### src/rtl/cic_interpolator.sv
// cic_interpolator: CIC interpolator of order 3..5, ratio R = 1..32.
// Combs run at the input strobe rate, integrators on every enabled edge.
module cic_interpolator #(
  parameter int EXTBITWIDTH    = 43,
  parameter int COEBITWIDTH    = 16,
  parameter int MIXBITWIDTH    = 22,
  parameter int FILTERBITWIDTH = 18
) (
  input  logic                      clk,
  input  logic                      rst,
  input  logic                      en,
  input  logic                      cic_indicator,
  input  logic [COEBITWIDTH-1:0]    cic_param,
  input  logic                      config_sync,
  input  logic [MIXBITWIDTH-1:0]    data_in,
  output logic                      data_req,
  output logic                      cic_flag,
  output logic [FILTERBITWIDTH-1:0] cic_result
);

  localparam int EW = EXTBITWIDTH;
  localparam int FW = FILTERBITWIDTH;
  localparam int MW = MIXBITWIDTH;
  localparam logic [5:0] SHMAX = 6'(EW - FW);

  typedef logic signed [EW-1:0] ext_t;

  logic [COEBITWIDTH-1:0] stage_q;
  logic [4:0]             order_q;
  logic [4:0]             factor_q;
  logic [4:0]             shift_q;
  logic [4:0]             phase_q;
  logic [4:0]             phase_d;

  ext_t x_q;
  ext_t x_d;
  ext_t u_q;
  ext_t u_d;
  ext_t c_q [1:5];
  ext_t c_d [1:5];
  ext_t d_q [1:5];
  ext_t d_d [1:5];
  ext_t i_q [1:5];
  ext_t i_d [1:5];
  ext_t cin [1:5];

  logic [FW-1:0] res_q;
  logic [FW-1:0] res_d;
  logic          flag_q;

  logic [2:0] n_eff;
  logic [4:0] sh_eff;
  ext_t       c_n;
  ext_t       i_n;
  ext_t       i_sh;
  logic       strobe;
  logic       unused_cfg;

  assign unused_cfg = ^stage_q[COEBITWIDTH-1:15];

  assign strobe     = en && (phase_q == 5'd0);
  assign data_req   = strobe;
  assign cic_flag   = flag_q;
  assign cic_result = res_q;

  always_comb begin
    n_eff = 3'd3;
    if (order_q >= 5'd3 && order_q <= 5'd5) begin
      n_eff = order_q[2:0];
    end
    sh_eff = shift_q;
    if ({1'b0, shift_q} > SHMAX) begin
      sh_eff = SHMAX[4:0];
    end
  end

  always_comb begin
    unique case (n_eff)
      3'd4: begin
        c_n = c_q[4];
        i_n = i_q[4];
      end
      3'd5: begin
        c_n = c_q[5];
        i_n = i_q[5];
      end
      default: begin
        c_n = c_q[3];
        i_n = i_q[3];
      end
    endcase
  end

  always_comb begin
    phase_d = phase_q;
    if (en) begin
      phase_d = (phase_q >= factor_q) ? 5'd0 : phase_q + 5'd1;
    end
    if (config_sync) begin
      phase_d = 5'd0;
    end

    x_d   = x_q;
    u_d   = u_q;
    res_d = res_q;
    i_sh  = i_n >> sh_eff;

    cin[1] = x_q;
    for (int k = 2; k <= 5; k++) begin
      cin[k] = c_q[k-1];
    end
    for (int k = 1; k <= 5; k++) begin
      c_d[k] = c_q[k];
      d_d[k] = d_q[k];
      i_d[k] = i_q[k];
    end

    // all five combs shift so a later order change sees valid history
    if (strobe) begin
      x_d = {{(EW-MW){data_in[MW-1]}}, data_in};
      for (int k = 1; k <= 5; k++) begin
        d_d[k] = cin[k];
        c_d[k] = cin[k] - d_q[k];
      end
    end

    if (en) begin
      u_d    = strobe ? c_n : '0;
      i_d[1] = i_q[1] + u_q;
      for (int k = 2; k <= 5; k++) begin
        i_d[k] = i_q[k] + i_q[k-1];
      end
      res_d = i_sh[FW-1:0];
    end
  end

  always_ff @(posedge clk) begin
    if (!rst) begin
      stage_q  <= '0;
      order_q  <= 5'd3;
      factor_q <= 5'd31;
      shift_q  <= 5'd0;
      phase_q  <= 5'd0;
      x_q      <= '0;
      u_q      <= '0;
      res_q    <= '0;
      flag_q   <= 1'b0;
      for (int k = 1; k <= 5; k++) begin
        c_q[k] <= '0;
        d_q[k] <= '0;
        i_q[k] <= '0;
      end
    end else begin
      if (cic_indicator) begin
        stage_q <= cic_param;
      end
      if (config_sync) begin
        order_q  <= stage_q[4:0];
        factor_q <= stage_q[9:5];
        shift_q  <= stage_q[14:10];
      end
      phase_q <= phase_d;
      x_q     <= x_d;
      u_q     <= u_d;
      res_q   <= res_d;
      flag_q  <= en;
      for (int k = 1; k <= 5; k++) begin
        c_q[k] <= c_d[k];
        d_q[k] <= d_d[k];
        i_q[k] <= i_d[k];
      end
    end
  end

endmodule

### config.mk
export PLATFORM = sky130hd
export DESIGN_NAME = cic_interpolator
export DESIGN_NICKNAME = d
export VERILOG_FILES = /design/src/rtl/cic_interpolator.sv
export SDC_FILE = /design/constraint.sdc
export NUM_CORES = 2
export LEC_CHECK = 0
export ABC_AREA = 1
export BUFFER_PORTS_ARGS = -buffer_cell sky130_fd_sc_hd__clkbuf_2
export CELL_PAD_IN_SITES_DETAIL_PLACEMENT = 1
export CELL_PAD_IN_SITES_GLOBAL_PLACEMENT = 2
export CORE_AREA = 2 2 473 334
export CTS_CLUSTER_DIAMETER = 150
export DETAILED_ROUTE_END_ITERATION = 10
export DIE_AREA = 0 0 475 336
export PLACE_DENSITY = 0.95
export REMOVE_ABC_BUFFERS = 1
export SLEW_MARGIN = 20
export SYNTH_ARGS = -nofsm -noshare
export SYNTH_HDL_FRONTEND = slang
export SYNTH_SLANG_ARGS = --single-unit
### constraint.sdc
create_clock -name clk -period 6.9 [get_ports clk]
set_input_delay 0.69 -clock clk [delete_from_list [all_inputs] [get_ports clk]]
set_output_delay 0.69 -clock clk [all_outputs]
set_load 0.02 [all_outputs]
==> impl_table.tex <==
\begin{tabular}{lr}
\hline
Metric & Value \\
\hline
\multicolumn{2}{l}{\textbf{Clocking}} \\
\quad Clock transition time at the flip-flop clock pins of the worst setup and hold paths & roughly 0.060 ns \\
\quad Maximum clock path buffer count & 3 \\
\quad Post-CTS Setup Inserts & 0 \\
\quad CTS Root Cell & sky130\_fd\_sc\_hd\_\_clkbuf\_16 \\
\quad H-tree depth & 3 \\
\quad Clock tree from TritonCTS & built \\
\quad Sink count of the clock tree & between 700 and 800 \\
\quad Hold\_buf cts & 0 \\
\quad Gates resized, CTS repair & 0 \\
\quad Worst-skew pair later-pin latency & 0.73 ns \\
\quad Number of CTS-inserted buffers & 89 \\
\multicolumn{2}{l}{\textbf{STA}} \\
\quad Achievable clock frequency & between 200 and 250 MHz \\
\quad Final critical-path required period & between 4 and 5 ns \\
\quad Count of final max-slew check failures & 0 \\
\quad Fin Clk Skew & between 0.02 and 0.025 ns \\
\quad Actual slew at the worst max-slew pin & between 1 and 1.5 ns \\
\quad Slew margin rel. & a little under a quarter \\
\quad Final worst path period share & around three fifths \\
\quad Worst slack on hold paths & 0.193 ns \\
\quad RSZ-0062 raised after global routing & false \\
\quad Setup violation total in the final timing report & 0 \\
\quad Final count of hold timing violations & 0 \\
\quad Setup total negative slack & 0 ns \\
\multicolumn{2}{l}{\textbf{Cells and area}} \\
\quad Post-layout net count & 10,100 \\
\quad Layout cell share with drive strength beyond 1 & 3.20\% \\
\quad Number of non-filler instances in the completed layout & between 10,000 and 15,000 \\
\quad Syn-to-layout area delta & 8.62\% \\
\quad Share of the core filled with cells & about two fifths \\
\multicolumn{2}{l}{\textbf{Logic synthesis}} \\
\quad Sequential-to-total area share from yosys stat & 25.3\% \\
\quad Most numerous cell in the Yosys netlist & sky130\_fd\_sc\_hd\_\_nand2\_1 \\
\quad Share of flip-flops with an asynchronous set or reset after synthesis & 0\% \\
\quad Leading post-synthesis cells by instance count & sky130\_fd\_sc\_hd\_\_nand2\_1 (1,709), sky130\_fd\_sc\_hd\_\_inv\_1 (1,620), sky130\_fd\_sc\_hd\_\_nor2\_1 (1,475) \\
\quad Cell count after synthesis & about 10,000 \\
\quad Top\_reg\_cell synth & sky130\_fd\_sc\_hd\_\_dfxtp\_1 \\
\quad Syn Std Cell Area & slightly below 0.06 mm\^{}2 \\
\quad Yosys warning total & 0 \\
\quad Number of distinct library cells after synthesis & 44 \\
\quad Number of synthesized flops with an enable pin & 0 \\
\quad Syn\_area\_per\_cell & $\sim$6 um\^{}2 \\
\quad Synth top area cells & sky130\_fd\_sc\_hd\_\_dfxtp\_1 (25\%), sky130\_fd\_sc\_hd\_\_nand2\_1 (11\%), sky130\_fd\_sc\_hd\_\_inv\_1 (10\%) \\
\quad Fraction of post-synthesis cell area in the top cell type by area & between 20\% and 30\% \\
\quad Leading area contributor after synthesis & sky130\_fd\_sc\_hd\_\_dfxtp\_1 \\
\quad Seq cells post-synth & $\sim$740 \\
\multicolumn{2}{l}{\textbf{Flow run}} \\
\quad MaxCap Viol Count & 0 \\
\multicolumn{2}{l}{\textbf{Power}} \\
\quad Overall power consumption & roughly 0.018 W \\
\quad Power density over the cells & 276 mW/mm\^{}2 \\
\quad Cell leakage power & 30.8 nW \\
\quad VDD IR max & about 200 uV \\
\multicolumn{2}{l}{\textbf{GRT}} \\
\quad Global routing usage summed across all routing layers & around a third \\
\quad Leftover overflow at the end of global routing & 0 \\
\quad Via count of the first global-routing pass & roughly 63,000 \\
\quad Pin count of the biggest net entering global routing & around 220 \\
\quad Global-route wire length before repair & $\sim$400,000 um \\
\quad Antenna violations before repair & 12 \\
\multicolumn{2}{l}{\textbf{Floorplanning}} \\
\quad Count of boundary I/O pins & 63 \\
\quad Die Outline Area & 0.160 mm\^{}2 \\
\quad Placeable core area & approximately 0.15 mm\^{}2 \\
\quad Cell Rows & $\sim$120 \\
\quad Width of the die & 475 um \\
\quad Initial core utilization & between 30 and 40\% \\
\quad Y dimension of the die & 336 um \\
\multicolumn{2}{l}{\textbf{Worst setup path}} \\
\quad Required @ worst endpoint & $\sim$7.5 ns \\
\quad Critical-path cell list & inv\_1, ha\_1, fa\_1, inv\_1, nand3\_1, nand2\_1, a21boi\_2, o21ai\_0, nand2\_1, nand2\_1, nand3\_1, nand2\_1, nor2\_1, o21ai\_0, inv\_1 \\
\quad Element type at the critical path start & register \\
\quad FF-to-FF setup slack & approximately 2.8 ns \\
\quad Biggest fanout along the worst timing path & 4 \\
\quad Largest incremental delay on the critical path & about 0.79 ns \\
\quad Sort of element at the end of the critical path & register \\
\quad Depth of the most critical reg-to-reg path & 15 \\
\quad Cell at the slowest stage of the critical path & sky130\_fd\_sc\_hd\_\_o21ai\_0 \\
\quad Kind of critical path & reg -> reg \\
\quad Worst R2R Start & c\_q[0][129]\$\_SDFFE\_PN0P\_ \\
\quad Crit path arrival time & 4.67 ns \\
\quad Cell type with the highest occurrence count on the critical path & sky130\_fd\_sc\_hd\_\_nand2\_1 \\
\quad End of the worst register-to-register path & c\_q[0][200]\$\_SDFFE\_PN0P\_ \\
\multicolumn{2}{l}{\textbf{Detailed routing}} \\
\quad Count of unresolved DRC violations after routing & 0 \\
\quad Total number of vias & about 66,000 \\
\quad Detailed Route Iter0 Violations & 6,382 \\
\quad Number of vias per cell & 5.59 \\
\quad Wirelength, routed & 266,000 um \\
\quad Routed WL per cell & about 23 um \\
\quad Post-DRT Antenna Nets & 0 \\
\quad TritonRoute pass-1 iters & 6 \\
\multicolumn{2}{l}{\textbf{Min path}} \\
\quad Cell depth of the worst min-delay path & 3 \\
\quad Worst min-delay path endpoint & stage\_q[0]\$\_SDFFE\_PN0P\_ \\
\quad Worst hold-check path type & in -> reg \\
\quad Start point of the worst min-delay path & cic\_param[0] \\
\multicolumn{2}{l}{\textbf{Placed design}} \\
\quad Placed Instances & 11,600 \\
\quad Final RePlAce weighted congestion & $\sim$1.0 \\
\quad Detailed placement HPWL & between 200,000 and 250,000 um \\
\quad Port Buffer Count & 61 \\
\multicolumn{2}{l}{\textbf{Run status}} \\
\quad Result of the run & finished clean \\
\hline
\end{tabular}
## placed cells by master (no fill, tap or decap), drive strengths merged, types with 7 or more instances in the layout
cell	count
nand2	1709
inv	1628
nor2	1480
o21ai	1004
a21oi	962
dfxtp	743
nand3	676
ha	407
nand4	180
clkbuf	178
xor2	113
nor3	79
a31oi	63
o21bai	62
a21o	60
o211ai	56
xnor2	52
buf	43
a21boi	40
or2	35
nor4	30
o22ai	23
clkinv	22
o221ai	21
fa	10
clkinvlp	8
bufinv	7
## routing by layer
| layer | up-vias | share of wire (%) | global-route usage [%] |
|---|---|---|---|
| li1 | 31500 | - | - |
| met1 | 32200 | 51 | 50.9 |
| met2 | 1991 | 39 | 45.0 |
| met3 | 266 | 8.0 | 5.66 |
| met4 | 6 | 2.2 | 7.16 |
| met5 | - | 0.014 | 0 |
## report_power, final
part	switching [W]	internal [W]
combinational	0.00520	0.00203
sequential	0.000559	0.00476
clock	0.00221	0.00286
total	0.00797	0.00965
## state kept, by name (all words and copies together) (netlist names), 5 cells and up
| register | count |
|---|---|
| factor_q | 5 |
| x_q | 22 |
| cic_result | 18 |
| i_q | 215 |
| shift_q | 5 |
| u_q | 43 |
| stage_q | 15 |
| d_q | 194 |
| order_q | 5 |
| phase_q | 5 |
| c_q | 215 |
## layout make-up
class	instances	area [um^2]
flip-flops and latches	743	14900
diodes	3	7.51
repair buffers	102	696
clock inverters	40	444
multi-input cells	7087	36500
clock buffers	119	2540
inverters	1625	6120
well taps	2091	2620
fillers	21000	91100
## cell families after synthesis
logic type / count (synthesis) / share of synthesized area (%)
AOI/OAI and AO/OA: 2304 / 21.0
buffers and inverters: 1940 / 12.5
DFF: 743 / 25.3
adders and majority gates: 417 / 9.01
xor gates and xnor gates: 165 / 2.46
and+or+nand+nor: 4201 / 29.6
## how the worst max path moves through the flow
stage	from	to	slack, ns	depth (start not counted)
final	c_q[0][129]$_SDFFE_PN0P_	c_q[0][200]$_SDFFE_PN0P_	2.84	15
after global routing	order_q[2]$_SDFFE_PN0P_	cic_result[1]$_SDFFE_PN0P_	2.65	16
after CTS	order_q[1]$_SDFFE_PN1P_	u_q[22]$_SDFFE_PN0P_	2.98	8
after detailed placement	order_q[2]$_SDFFE_PN0P_	u_q[22]$_SDFFE_PN0P_	2.95	9
after global placement	order_q[2]$_SDFFE_PN0P_	cic_result[1]$_SDFFE_PN0P_	3.08	16
after floorplan	en	data_req	-17.26	2
## stage by stage
step	area (um^2)	setup slack (ns)
global placement	60800	3.08
floorplan	57500	-17.26
global route	63800	2.65
CTS	63800	2.98
detailed placement	60800	2.95
finish	63800	2.84
## worst max-delay path: cells and delay by family, from the launching register on
kind / cells / cell delay (ns)
AO/OA/AOI/OAI: 3 / 1.09
AND/OR/NAND/NOR: 7 / 1.00
adder cells (fa/ha/maj): 2 / 0.79
flip-flops: 1 / 0.64
buffers and inverters: 3 / 0.41
Note: power is estimated with default switching activity, not from simulation.
